--- src/rtl/mod_sub_pipe_if.sv ---
// rtl/mod_sub_pipe_if.sv - operand/result handshake bundle for mod_sub_pipe
//
// Purpose: groups the input handshake (in_valid/in_ready with the a, b,
// modulant operands) and the output handshake (out_valid/out_ready with
// out, out_err) of the pipelined modular subtractor.
// Modports:
//   master - producer/consumer side: drives operands and out_ready
//   slave  - the subtractor: drives in_ready and the result side
interface mod_sub_pipe_if #(
  parameter int DATA_WIDTH = 8
);
  logic                  in_valid;
  logic                  in_ready;
  logic [DATA_WIDTH-1:0] a;
  logic [DATA_WIDTH-1:0] b;
  logic [DATA_WIDTH-1:0] modulant;
  logic                  out_valid;
  logic                  out_ready;
  logic [DATA_WIDTH-1:0] out;
  logic                  out_err;

  modport master (
    output in_valid, a, b, modulant, out_ready,
    input  in_ready, out_valid, out, out_err
  );

  modport slave (
    input  in_valid, a, b, modulant, out_ready,
    output in_ready, out_valid, out, out_err
  );
endinterface

--- src/rtl/mod_sub_pipe.sv ---
// rtl/mod_sub_pipe.sv - two-stage pipelined (a - b) mod modulant
//
// Purpose: modular subtractor, inverse of the combinational modular adder.
// Stage 1 registers the widened difference, the modulus and a range-error
// flag; stage 2 folds a borrow back into range by adding the modulus.
// Ports:
//   clk   - rising-edge clock
//   rst_n - asynchronous active-low reset
//   bus   - mod_sub_pipe_if.slave: in_valid/in_ready/a/b/modulant in,
//           out_valid/out_ready/out/out_err out
module mod_sub_pipe #(
  parameter int DATA_WIDTH = 8
) (
  input  logic          clk,
  input  logic          rst_n,
  mod_sub_pipe_if.slave bus
);

  logic                  s1_valid;
  logic [DATA_WIDTH:0]   s1_diff;
  logic [DATA_WIDTH-1:0] s1_mod;
  logic                  s1_err;

  logic                  s2_valid;
  logic [DATA_WIDTH-1:0] out_q;
  logic                  err_q;

  logic                  s1_adv;
  logic                  s2_adv;
  logic [DATA_WIDTH:0]   in_diff;
  logic                  in_err;
  logic [DATA_WIDTH-1:0] s1_res;

  // A stage may advance when it is empty or its successor is draining,
  // so a full pipe keeps streaming as long as out_ready stays high.
  assign s2_adv = !s2_valid || bus.out_ready;
  assign s1_adv = !s1_valid || s2_adv;

  // One extra bit so the MSB of the difference is the borrow.
  assign in_diff = {1'b0, bus.a} - {1'b0, bus.b};
  assign in_err  = (bus.a >= bus.modulant) || (bus.b >= bus.modulant) ||
                   (bus.modulant == '0);

  // With legal operands diff + modulant stays below 2^DATA_WIDTH, so the
  // truncating add only matters for out-of-range (err) inputs.
  assign s1_res = s1_diff[DATA_WIDTH] ? s1_diff[DATA_WIDTH-1:0] + s1_mod
                                      : s1_diff[DATA_WIDTH-1:0];

  always_ff @(posedge clk or negedge rst_n) begin
    if (!rst_n) begin
      s1_valid <= 1'b0;
      s2_valid <= 1'b0;
      out_q    <= '0;
      err_q    <= 1'b0;
    end else begin
      if (s1_adv) begin
        s1_valid <= bus.in_valid;
      end
      if (s2_adv) begin
        s2_valid <= s1_valid;
        out_q    <= s1_res;
        err_q    <= s1_err;
      end
    end
  end

  // Stage-1 payload is qualified by s1_valid, so it needs no reset.
  always_ff @(posedge clk) begin
    if (s1_adv) begin
      s1_diff <= in_diff;
      s1_mod  <= bus.modulant;
      s1_err  <= in_err;
    end
  end

  assign bus.in_ready  = s1_adv;
  assign bus.out_valid = s2_valid;
  assign bus.out       = out_q;
  assign bus.out_err   = err_q;

endmodule

--- src/flat_wrapper.sv ---
// flat-port wrapper written by rule: the top's interface ports become plain ports
module mod_sub_pipe_flat 
#(
  parameter int DATA_WIDTH = 8
)
  (clk, rst_n, bus_in_valid, bus_a, bus_b, bus_modulant, bus_out_ready, bus_in_ready, bus_out_valid, bus_out, bus_out_err);
  mod_sub_pipe_if #(.DATA_WIDTH(DATA_WIDTH)) bus_i ();
  input  logic clk;
  input  logic rst_n;
  input wire logic [$bits(bus_i.in_valid)-1:0] bus_in_valid;
  input wire logic [$bits(bus_i.a)-1:0] bus_a;
  input wire logic [$bits(bus_i.b)-1:0] bus_b;
  input wire logic [$bits(bus_i.modulant)-1:0] bus_modulant;
  input wire logic [$bits(bus_i.out_ready)-1:0] bus_out_ready;
  output wire logic [$bits(bus_i.in_ready)-1:0] bus_in_ready;
  output wire logic [$bits(bus_i.out_valid)-1:0] bus_out_valid;
  output wire logic [$bits(bus_i.out)-1:0] bus_out;
  output wire logic [$bits(bus_i.out_err)-1:0] bus_out_err;
  assign bus_i.in_valid = bus_in_valid;
  assign bus_i.a = bus_a;
  assign bus_i.b = bus_b;
  assign bus_i.modulant = bus_modulant;
  assign bus_i.out_ready = bus_out_ready;
  assign bus_in_ready = bus_i.in_ready;
  assign bus_out_valid = bus_i.out_valid;
  assign bus_out = bus_i.out;
  assign bus_out_err = bus_i.out_err;
  mod_sub_pipe #(.DATA_WIDTH(DATA_WIDTH)) u_core (.clk(clk), .rst_n(rst_n), .bus(bus_i));
endmodule
--- config.mk ---
export PLATFORM = sky130hd
export DESIGN_NAME = mod_sub_pipe_flat
export DESIGN_NICKNAME = d
export VERILOG_FILES = /design/src/rtl/mod_sub_pipe_if.sv /design/src/rtl/mod_sub_pipe.sv /design/src/flat_wrapper.sv
export SDC_FILE = /design/constraint.sdc
export NUM_CORES = 1
export LEC_CHECK = 0
export CORE_ASPECT_RATIO = 1.4
export CORE_MARGIN = 4
export CORE_UTILIZATION = 49
export CTS_BUF_LIST = sky130_fd_sc_hd__clkbuf_8
export DETAILED_ROUTE_END_ITERATION = 8
export PLACE_DENSITY = 0.76
export SLEW_MARGIN = 20
export SYNTH_ARGS = -nofsm -noshare
export SYNTH_HDL_FRONTEND = slang
export SYNTH_SLANG_ARGS = --single-unit
--- constraint.sdc ---
create_clock -name clk -period 2.44 [get_ports clk]
set_input_delay 0.488 -clock clk [delete_from_list [all_inputs] [get_ports clk]]
set_output_delay 0.488 -clock clk [all_outputs]
set_load 0.01 [all_outputs]
After elaboration in Yosys (flattened, before gate mapping)
Index checks and enable logic that the tools add are counted.

Register bits: 29. Bits of input ports: 28. Output and inout port bits: 11. Logic and storage cells: 19.

Reduce and logical (&&, ||, !) cells: 7. $lt $le $gt $ge: 2. Mux-type cells: 1. Add/subtract/negate cells: 2.

Operator list (count): greater-or-equal comparator 8 bit (2); subtractor 8 x 8 -> 9 bit (1); adder 8 bit (1); logical NOT 8 bit (1); 2-to-1 mux 8 bit (1); logical OR 1 bit (4); logical NOT 1 bit (2).

Depth between registers and ports, before layout
Gate-level depths: netlist (run 1).

Depth after elaboration: 3. Depth in mapped cells: 8. Gate-level depth less buffers: 8.

Worst setup path after synthesis (run 1)
Ideal clock, no wire load.

Kind: input -> register. From: input port bus_a[0]. To: register u_core.s1_diff[8], data pin. Stages: 8. Arrival time: 1838 ps. Path slack: 337 ps. Buffers on the path: 0. Path through: inv_1 > ha_1 > fa_1 > nand2b_1 > a21boi_0 > o21ai_0 > a21oi_1 > o22ai_1.

Longest elaborated chain between the ends: 1.

RTL lines: start: declaration (line flat_wrapper.sv:11) `input wire logic [$bits(bus_i.a)-1:0] bus_a;`; subtractor 8 x 8 -> 9 bit (line mod_sub_pipe.sv:40) `assign in_diff = {1'b0, bus.a} - {1'b0, bus.b};`; via u_core.in_diff[8] (line mod_sub_pipe.sv:30) `logic [DATA_WIDTH:0] in_diff;`; end signal: assignment (line mod_sub_pipe.sv:70) `s1_diff <= in_diff;`; end: declaration (line mod_sub_pipe.sv:20) `logic [DATA_WIDTH:0] s1_diff;`.

The timed path passes the listed nets, and every way through them passes these cells. A chain may end at the register's enable or synchronous reset.

Final worst setup path (run 1)
From: input port bus_out_ready. To: output port bus_in_ready.

Longest elaborated chain between the ends: 2.

RTL lines: start: declaration (line flat_wrapper.sv:14) `input wire logic [$bits(bus_i.out_ready)-1:0] bus_out_ready;`; logical OR 1 bit (line mod_sub_pipe.sv:36) `assign s2_adv = !s2_valid || bus.out_ready;`; logical OR 1 bit (line mod_sub_pipe.sv:37) `assign s1_adv = !s1_valid || s2_adv;`; end: declaration (line flat_wrapper.sv:15) `output wire logic [$bits(bus_i.in_ready)-1:0] bus_in_ready;`.

No other way between the ends.

==> impl_metrics.tcl, run 1 <==
set metrics [dict create \
    status "completed" \
    fin_skew_ns 0.00429 \
    die_w_um 63.3 \
    p_seq_share_pct 41.0 \
    ir_drop_v 0.000238 \
    tightest_slew_ns 0.540 \
    fillers 341 \
    clk_pin_slew_worst_paths_ns 0.06 \
    ant_nets 0 \
    async_reset_ff_share_pct 37.9 \
    power_frac_comb_pct 36.5 \
    met2_length_mm 2.29 \
    drt-wirelength-per-cell_um 13.9 \
    period_minus_slack_ns 2.37 \
    nNetsFinal 323 \
    clock-sinks 29 \
    core_um2 4050 \
    cellPowerDensity_nw_per_um2 613 \
    layout-drive-gt1-share_pct 10.3 \
    p_total_uw 1650 \
    htreeDepth 2 \
    postLayoutCoreUtil_pct 66.2 \
    grt_pass1_vias 1758 \
    crit_type "in -> out" \
    drt-total-wl_mm 4.26 \
    area_growth_pct 27.7 \
    maxCapViolCount 0 \
    intPower_uw 1150 \
    numPortBuffers 38 \
    synth_cell_types 43 \
    antenna_found_initial 0 \
    dp_hpwl_mm 3.52 \
    clk_latency_ns 0.28 \
    synth_seq_cells 29 \
    dieArea_um2 5410 \
    slew_headroom_pct 64.0 \
    io_pins 39 \
    drt-initial-drc-count 53 \
    cp-end-kind "output pin" \
    p_leak_uw 0.00126 \
    fmax_ghz 0.421 \
    cts_tree "built" \
    swShare_pct 30.4 \
    final_cell_area_um2 2680 \
    min_period_over_period_pct 97.3 \
    first_pass_iters 4 \
    synth_ff_type "edfxtp_1" \
    grt_pass1_wl_mm 7.30 \
    route.met3.wl_um 174 \
    grt_max_degree 20 \
    setup-violations-final 0 \
    synth_area_per_cell_um2 10.1 \
    cp_data_arrival_time_ns 1.89 \
    placed_cell_area_um2 2600 \
    path_max_fanout 2 \
    min_path_type "reg -> reg" \
    num_vias 1689 \
    netlist_instances 208 \
    drv_slew 0 \
    root_buffer "clkbuf_8" \
    place.gp.congestion 0.813 \
    yosysWarnings 0 \
    met1Wirelength_mm 1.64 \
    post-cts-setup-buffers 0 \
    numCtsBuffers 5 \
    dr.max_layer_used "met4" \
    initial_utilization_pct 51.8 \
    gr-usage-all-layers_pct 17.1 \
    n_antenna_cell 0 \
    ys_seq_area_share_pct 38.8 \
    clk_path_buf_depth 2 \
    overflow 0 \
    drcViolationCount 0 \
    synth_nets 269 \
    p_sw_uw 500 \
    clockPowerShare_pct 22.5 \
    critPathLaunchType "primary input" \
    hold_viol 0 \
    num_rows 27 \
    cp_data_required_time_ns 1.95 \
    routed_via_density 5.52 \
    syn_area_um2 2100 \
    dieHeight_um 85.5 \
    synth_edf_count 18 \
]
cells by family (layout without fill, tap and decap cells):
logic type / count (synthesis) / after routing / synth area share [%]
mux: 6 / 6 / 2.92
flops: 29 / 29 / 38.8
xor+xnor: 4 / 4 / 1.67
compound gates: 52 / 52 / 16.5
simple gates: 54 / 54 / 13.5
buf+inv: 30 / 85 / 6.19
fa+ha+maj: 33 / 33 / 20.4
per-stage QoR:
stage                     setup TNS [ns]  hold WS, ns  std cells  worst slack [ns]
after floorplan                        0        0.192        208             0.337
after global placement            -0.423        0.439        298            -0.148
after detailed placement          -0.611        0.440        298            -0.196
after CTS                              0        0.454        306            0.0534
after global routing            -0.00555        0.473        306          -0.00555
final                                  0        0.450        306            0.0658
critical path, cell delays in order:
cell and delay, ns:
clkdlybuf4s50_1 0.46, and2b_2 0.22, nand2_1 0.15, clkdlybuf4s50_1 0.57
power by group through the flow:
stage / Combinational, µW / Sequential [µW] / Clock (µW)
4_1_cts: 603 / 676 / 376
3_5_place_dp: 599 / 685 / 0
6_report: 601 / 674 / 370
3_3_place_gp: 582 / 680 / 0
2_1_floorplan: 342 / 694 / 0
5_1_grt: 674 / 687 / 393
per-layer routing:
| layer | GRT usage [%] | vias up |
|---|---|---|
| met4 | 9.63 | 0 |
| met1 | 16.8 | 762 |
| met3 | 2.65 | 12 |
| met2 | 33.1 | 58 |
| li1 | - | 857 |
| met5 | 0 | - |
sequential cells by signal, summed over array words and instances, names as in the netlist:
name / count
u_core.bus.out_err: 1
u_core.s1_diff: 9
u_core.s1_err: 1
u_core.s1_valid: 1
u_core.s1_mod: 8
u_core.bus.out_valid: 1
u_core.bus.out: 8
layout by cell type, fill, tap and decap left out, types with 6 or more instances in the layout:
cell,n
ha_1,31
nand2b_1,6
dfrtp_1,11
o21ai_0,14
a21oi_1,9
inv_1,28
edfxtp_1,18
nand2_1,13
nor2_1,11
a21o_1,8
buf_4,12
clkdlybuf4s50_1,38
Yosys cell counts, types with 3 or more instances:
master    instances  area share [%]
a21o_1            8             2.9
a21oi_1           9             2.1
dfrtp_1          11              13
edfxtp_1         18              26
ha_1             31              18
inv_1            27             4.8
mux2i_1           5             2.4
nand2_1          13             2.3
nand2b_1          6             1.8
nand3_1           4            0.95
nor2_1           11             2.0
nor3_1            3            0.71
nor3b_1           3             1.1
o21a_1            4             1.4
o21ai_0          14             3.3
xnor2_1           4             1.7
path summary, 6_finish.rpt:
| kind | startpoint | endpoint | slack, ns | depth (start not counted) |
|---|---|---|---|---|
| max | bus_out_ready | bus_in_ready | 0.07 | 4 |
| min | u_core.s1_err$_DFFE_PP_ | u_core.bus.out_err$_DFFE_PN0P_ | 0.45 | 2 |
| max reg2reg | u_core.s1_mod[1]$_DFFE_PP_ | u_core.bus.out[7]$_DFFE_PN0P_ | 0.47 | 6 |
| min reg2reg | u_core.s1_err$_DFFE_PP_ | u_core.bus.out_err$_DFFE_PN0P_ | 0.45 | 2 |
| max in group asynchronous | rst_n | u_core.bus.out_err$_DFFE_PN0P_ | 1.57 | 1 |
| min in group asynchronous | rst_n | u_core.bus.out[0]$_DFFE_PN0P_ | 0.54 | 1 |
area by class of cell:
type | count | area, µm² | area share, %
multi-input combinational | 149 | 1160 | 43.2
sequential | 29 | 816 | 30.4
timing repair buffer | 50 | 470 | 17.5
inverter | 27 | 101 | 3.78
clock buffer | 5 | 68.8 | 2.57
tap | 43 | 53.8 | 2.01
clock inverter | 3 | 13.8 | 0.513
repair_timing:
item	in CTS	in global routing
resized for setup	0	2
setup endpoints to repair	0	2
hold buffers	0	0
(Power assumes the default switching activity.)
==> inputs of run 2 (changes only) <==
--- a/config.mk
+++ b/config.mk
@@ -5,12 +5,14 @@
 export SDC_FILE = /design/constraint.sdc
 export NUM_CORES = 1
 export LEC_CHECK = 0
+export CELL_PAD_IN_SITES_DETAIL_PLACEMENT = 0
+export CELL_PAD_IN_SITES_GLOBAL_PLACEMENT = 1
 export CORE_ASPECT_RATIO = 1.4
 export CORE_MARGIN = 4
-export CORE_UTILIZATION = 49
+export CORE_UTILIZATION = 42
 export CTS_BUF_LIST = sky130_fd_sc_hd__clkbuf_8
 export DETAILED_ROUTE_END_ITERATION = 8
-export PLACE_DENSITY = 0.76
+export PLACE_DENSITY_LB_ADDON = 0.1
 export SLEW_MARGIN = 20
 export SYNTH_ARGS = -nofsm -noshare
 export SYNTH_HDL_FRONTEND = slang
==> run 2 against run 1 <==
Clock power is 29% higher. Design area is 2.7% higher. Largest cell class unchanged. Wire length is 5.1% lower.
==> impl_metrics.tcl, run 2 (same netlist as run 1, synthesis figures left out) <==
set metrics [dict create \
    slowest_stage "clkdlybuf4s50_1" \
    tightest_slew_ns 0.537 \
    overflow 0 \
    place.gp.congestion 0.824 \
    min_period_over_period_pct 93.7 \
    numCtsBuffers 5 \
    cp.depth 4 \
    io_pins 39 \
    antenna_found_initial 0 \
    grt_pass1_wl_mm 6.71 \
    clk_pin_slew_worst_paths_ns 0.06 \
    worst_slack_ns 0.154 \
    regMostFlops "u_core.s1_diff" \
    clk_latency_ns 0.28 \
    drt-total-wl_mm 4.05 \
    worstRegToRegCells 6 \
    root_buffer "clkbuf_8" \
    n_antenna_cell 0 \
    initial_utilization_pct 43.4 \
    fin_skew_ns 0.00310 \
    final_common_cell "clkdlybuf4s50_1" \
    num_rows 30 \
    gr-usage-all-layers_pct 14.2 \
    path_max_fanout 2 \
    finalSetupTns_ns 0 \
    crit_buf_inv 2 \
    nNetsFinal 326 \
    drv_slew 0 \
    numPortBuffers 38 \
    cts_tree "built" \
    cellPowerDensity_nw_per_um2 636 \
    clk_path_buf_depth 2 \
    crit_top_cell "clkdlybuf4s50_1" \
    slew_headroom_pct 64.2 \
    place_ws_ns -0.195 \
    grt_setup_unrepaired "false" \
    clock-sinks 29 \
    largest_reg_flops 9 \
    ir_drop_v 0.000193 \
    area_growth_pct 31.1 \
    cp-end-kind "output pin" \
    drt-wirelength-per-cell_um 12.3 \
    dieArea_um2 6210 \
    grt_max_degree 20 \
    ant_nets 0 \
    critPathLaunchType "primary input" \
    core_um2 4840 \
    drcViolationCount 0 \
    min_path_type "reg -> reg" \
    layout-drive-gt1-share_pct 10.9 \
    slowest_delay_ns 0.54 \
    period_minus_slack_ns 2.29 \
    setup-violations-final 0 \
    final_cell_area_um2 2760 \
    p_leak_uw 0.00127 \
    cp_data_arrival_time_ns 1.80 \
    num_vias 1618 \
    fillers 441 \
    status "completed" \
    hold_viol 0 \
    final_cell_mix "clkdlybuf4s50_1 (38), ha_1 (31), inv_1 (27), edfxtp_1 (18), buf_4 (15)" \
    multi_input_area_um2 1150 \
    hold_buffers 0 \
    maxCapViolCount 0 \
    postLayoutCoreUtil_pct 56.9 \
    drt-initial-drc-count 22 \
    holdPathStages 2 \
    grt_pass1_vias 1650 \
    placed_cell_area_um2 2650 \
    first_pass_iters 4 \
    routed_via_density 4.90 \
    path_cells "clkdlybuf4s50_1 -> and2b_2 -> nand2_1 -> clkdlybuf4s50_1" \
    dp_hpwl_mm 3.50 \
    cp_top_family "buffers and inverters" \
    register_area_um2 816 \
    cp_data_required_time_ns 1.95 \
    die_w_um 67.8 \
    fmax_ghz 0.437 \
    htreeDepth 2 \
    crit_type "in -> out" \
    dieHeight_um 91.7 \
]
==> run 2: changes by cell type in the layout (fill, tap and decap cells not counted), sizes merged <==
| cell | delta |
|---|---|
| inv | -1 |
| bufinv | +1 |
| clkinv | -1 |
| clkinvlp | +1 |
| buf | +3 |
==> run 2: layout make-up <==
| class | instances | share of cell area, % |
|---|---|---|
| clock buffers | 5 | 2.50 |
| clock inverters | 3 | 1.50 |
| inverters | 27 | 3.68 |
| multi-input cells | 149 | 41.9 |
| flip-flops and latches | 29 | 29.6 |
| well taps | 64 | 2.91 |
| repair buffers | 53 | 17.9 |
==> run 2: timing repair <==
action | in CTS | in global routing
buffers inserted | 0 | 0
gates resized for setup | 0 | 1
endpoints found under the setup margin | 0 | 2
==> run 2: through the flow <==
stage	hold WS, ns	instances	power, µW
global route	0.482	330	1860
CTS	0.464	330	1770
global placement	0.438	322	1280
floorplan	0.192	208	1040
detailed placement	0.449	322	1290
finish	0.466	330	1750
==> run 2: worst paths after layout <==
kind	startpoint	slack, ns	to
setup / recovery	bus_out_ready	0.15	bus_in_ready
hold reg to reg	u_core.s1_err$_DFFE_PP_	0.47	u_core.bus.out_err$_DFFE_PN0P_
max in group asynchronous	rst_n	1.58	u_core.bus.out[4]$_DFFE_PN0P_
setup reg to reg	u_core.s1_mod[1]$_DFFE_PP_	0.45	u_core.bus.out[7]$_DFFE_PN0P_
min in group asynchronous	rst_n	0.54	u_core.bus.out_err$_DFFE_PN0P_
hold / removal	u_core.s1_err$_DFFE_PP_	0.47	u_core.bus.out_err$_DFFE_PN0P_
==> run 2: layer usage <==
layer,global-route usage (%),up-vias,part of all wire (%)
li1,-,863,-
met1,14.5,716,39
met2,27.0,32,55
met3,2.57,7,4.0
met4,5.97,0,2.0
met5,0,-,0
==> run 2: tightest hold or removal path, stage by stage, from the launching register on <==
cell      delay, ns
edfxtp_1       0.33
nand2_1        0.05
nand2_1        0.06
==> run 2: power breakdown <==
group          switching (µW)  leakage, µW  internal, µW
combinational             269     0.000912           332
sequential               49.3     0.000310           623
clock                     179    0.0000518           300
total                     497      0.00127          1250
==> inputs of run 3 (changes only) <==
--- a/config.mk
+++ b/config.mk
@@ -8,8 +8,8 @@
 export CELL_PAD_IN_SITES_DETAIL_PLACEMENT = 0
 export CELL_PAD_IN_SITES_GLOBAL_PLACEMENT = 1
 export CORE_ASPECT_RATIO = 1.4
-export CORE_MARGIN = 4
-export CORE_UTILIZATION = 42
+export CORE_MARGIN = 3
+export CORE_UTILIZATION = 40
 export CTS_BUF_LIST = sky130_fd_sc_hd__clkbuf_8
 export DETAILED_ROUTE_END_ITERATION = 8
 export PLACE_DENSITY_LB_ADDON = 0.1
==> run 3 against run 2 <==
Count of clock-buffer cells in the layout is the same. Final cell count shrank 0.61%. Sequential power about the same. Global-route usage is 0.17 points higher. Via count fell by 0.19%. Power is 0.76% lower. Worst hold slack improved by 0.00060 ns. Combinational power shrank 1%. Clock skew increased by 0.0027 ns. Core utilization shrank 1.6 points. Non-clock buffer count decreased by 2.
==> impl_metrics.tcl, run 3 (same netlist as run 1, synthesis figures left out) <==
set metrics [dict create \
    path_max_fanout 2 \
    dieArea_um2 6170 \
    core_um2 4950 \
    period_minus_slack_ns 2.29 \
    place.gp.congestion 0.801 \
    fmax_ghz 0.437 \
    cp-end-kind "output pin" \
    min_period_over_period_pct 93.7 \
    status "completed" \
    cp_data_required_time_ns 1.95 \
    drt-wirelength-per-cell_um 12.4 \
    antenna_found_initial 0 \
    root_buffer "clkbuf_8" \
    drt-total-wl_mm 4.06 \
    area_growth_pct 30.4 \
    placed_cell_area_um2 2630 \
    final_common_cell "clkdlybuf4s50_1" \
    cellPowerDensity_nw_per_um2 634 \
    grt_setup_unrepaired "false" \
    n_antenna_cell 0 \
    ant_nets 0 \
    htreeDepth 2 \
    p_leak_uw 0.00126 \
    slew_headroom_pct 64.5 \
    clk_path_buf_depth 2 \
    crit_type "in -> out" \
    clock-sinks 29 \
    clk_pin_slew_worst_paths_ns 0.06 \
    gr-usage-all-layers_pct 14.4 \
    postLayoutCoreUtil_pct 55.3 \
    num_vias 1615 \
    drcViolationCount 0 \
    fillers 465 \
    routed_via_density 4.92 \
    ir_drop_v 0.000187 \
    dp_hpwl_mm 3.52 \
    post-cts-setup-buffers 0 \
    multi_input_area_um2 1150 \
    critPathLaunchType "primary input" \
    min_path_type "reg -> reg" \
    tightest_slew_ns 0.533 \
    initial_utilization_pct 42.4 \
    drt-initial-drc-count 45 \
    io_pins 39 \
    numCtsBuffers 5 \
    largest_reg_flops 9 \
    nNetsFinal 324 \
    numPortBuffers 38 \
    drv_slew 0 \
    hold_viol 0 \
    clk_latency_ns 0.28 \
    cts_tree "built" \
    final_cell_mix "clkdlybuf4s50_1 (38), ha_1 (31), inv_1 (27), edfxtp_1 (18), o21ai_0 (14)" \
    num_rows 30 \
    dieHeight_um 91.7 \
    layout-drive-gt1-share_pct 10.2 \
    maxCapViolCount 0 \
    grt_max_degree 20 \
    register_area_um2 816 \
    overflow 0 \
    hold_buffers 0 \
    first_pass_iters 3 \
    setup-violations-final 0 \
    final_cell_area_um2 2740 \
    cp_data_arrival_time_ns 1.80 \
    grt_pass1_vias 1622 \
    grt_pass1_wl_mm 6.80 \
    die_w_um 67.3 \
    regMostFlops "u_core.s1_diff" \
    fin_skew_ns 0.00581 \
]
==> run 3: cell types whose count changed in the layout (fill, tap and decap cells not counted) <==
cell / before / now
buf_4: 15 / 13
==> run 3: layout make-up <==
class	count	area share, %
multi-input combinational	149	42.1
sequential	29	29.8
timing repair buffer	51	17.4
inverter	27	3.70
tap	64	2.92
clock buffer	5	2.51
clock inverter	3	1.51
==> run 3: stage by stage <==
step	TNS (ns)	instances	setup WS, ns	power [µW]	hold slack, ns
after floorplan	0	208	0.337	1040	0.192
after global placement	-0.489	320	-0.167	1270	0.445
after detailed placement	-0.634	320	-0.178	1280	0.452
after CTS	0	328	0.124	1760	0.471
after global routing	0	328	0.00492	1860	0.497
final	0	328	0.154	1740	0.467
==> run 3: path summary, 6_finish.rpt <==
check,from,end,slack (ns),depth (start not counted)
max,bus_out_ready,bus_in_ready,0.15,4
min,u_core.s1_valid$_DFFE_PN0P_,u_core.bus.out_valid$_DFFE_PN0P_,0.47,1
max reg2reg,u_core.s1_mod[1]$_DFFE_PP_,u_core.bus.out[7]$_DFFE_PN0P_,0.44,6
min reg2reg,u_core.s1_valid$_DFFE_PN0P_,u_core.bus.out_valid$_DFFE_PN0P_,0.47,1
max in group asynchronous,rst_n,u_core.bus.out[3]$_DFFE_PN0P_,1.58,1
min in group asynchronous,rst_n,u_core.bus.out[4]$_DFFE_PN0P_,0.54,1
==> run 3: timing repair <==
item                                    CTS  global route
endpoints found under the setup margin    0             2
hold endpoints to repair                  0             0
gates resized for setup                   0             1
==> run 3: critical path, stage by stage <==
cell             delay, ns
clkdlybuf4s50_1       0.46
and2b_2               0.23
nand2_1               0.08
clkdlybuf4s50_1       0.53
==> run 3: power breakdown <==
| part | total (µW) | internal, µW | switching (µW) |
|---|---|---|---|
| clock | 471 | 300 | 172 |
| combinational | 592 | 328 | 264 |
| sequential | 675 | 623 | 51.8 |
| total | 1740 | 1250 | 488 |
==> run 3: metal layers <==
metal	part of all wire, %	GRT usage (%)
met3	4.0	2.57
met4	1.7	5.58
met5	0	0
met2	55	27.8
met1	40	14.4
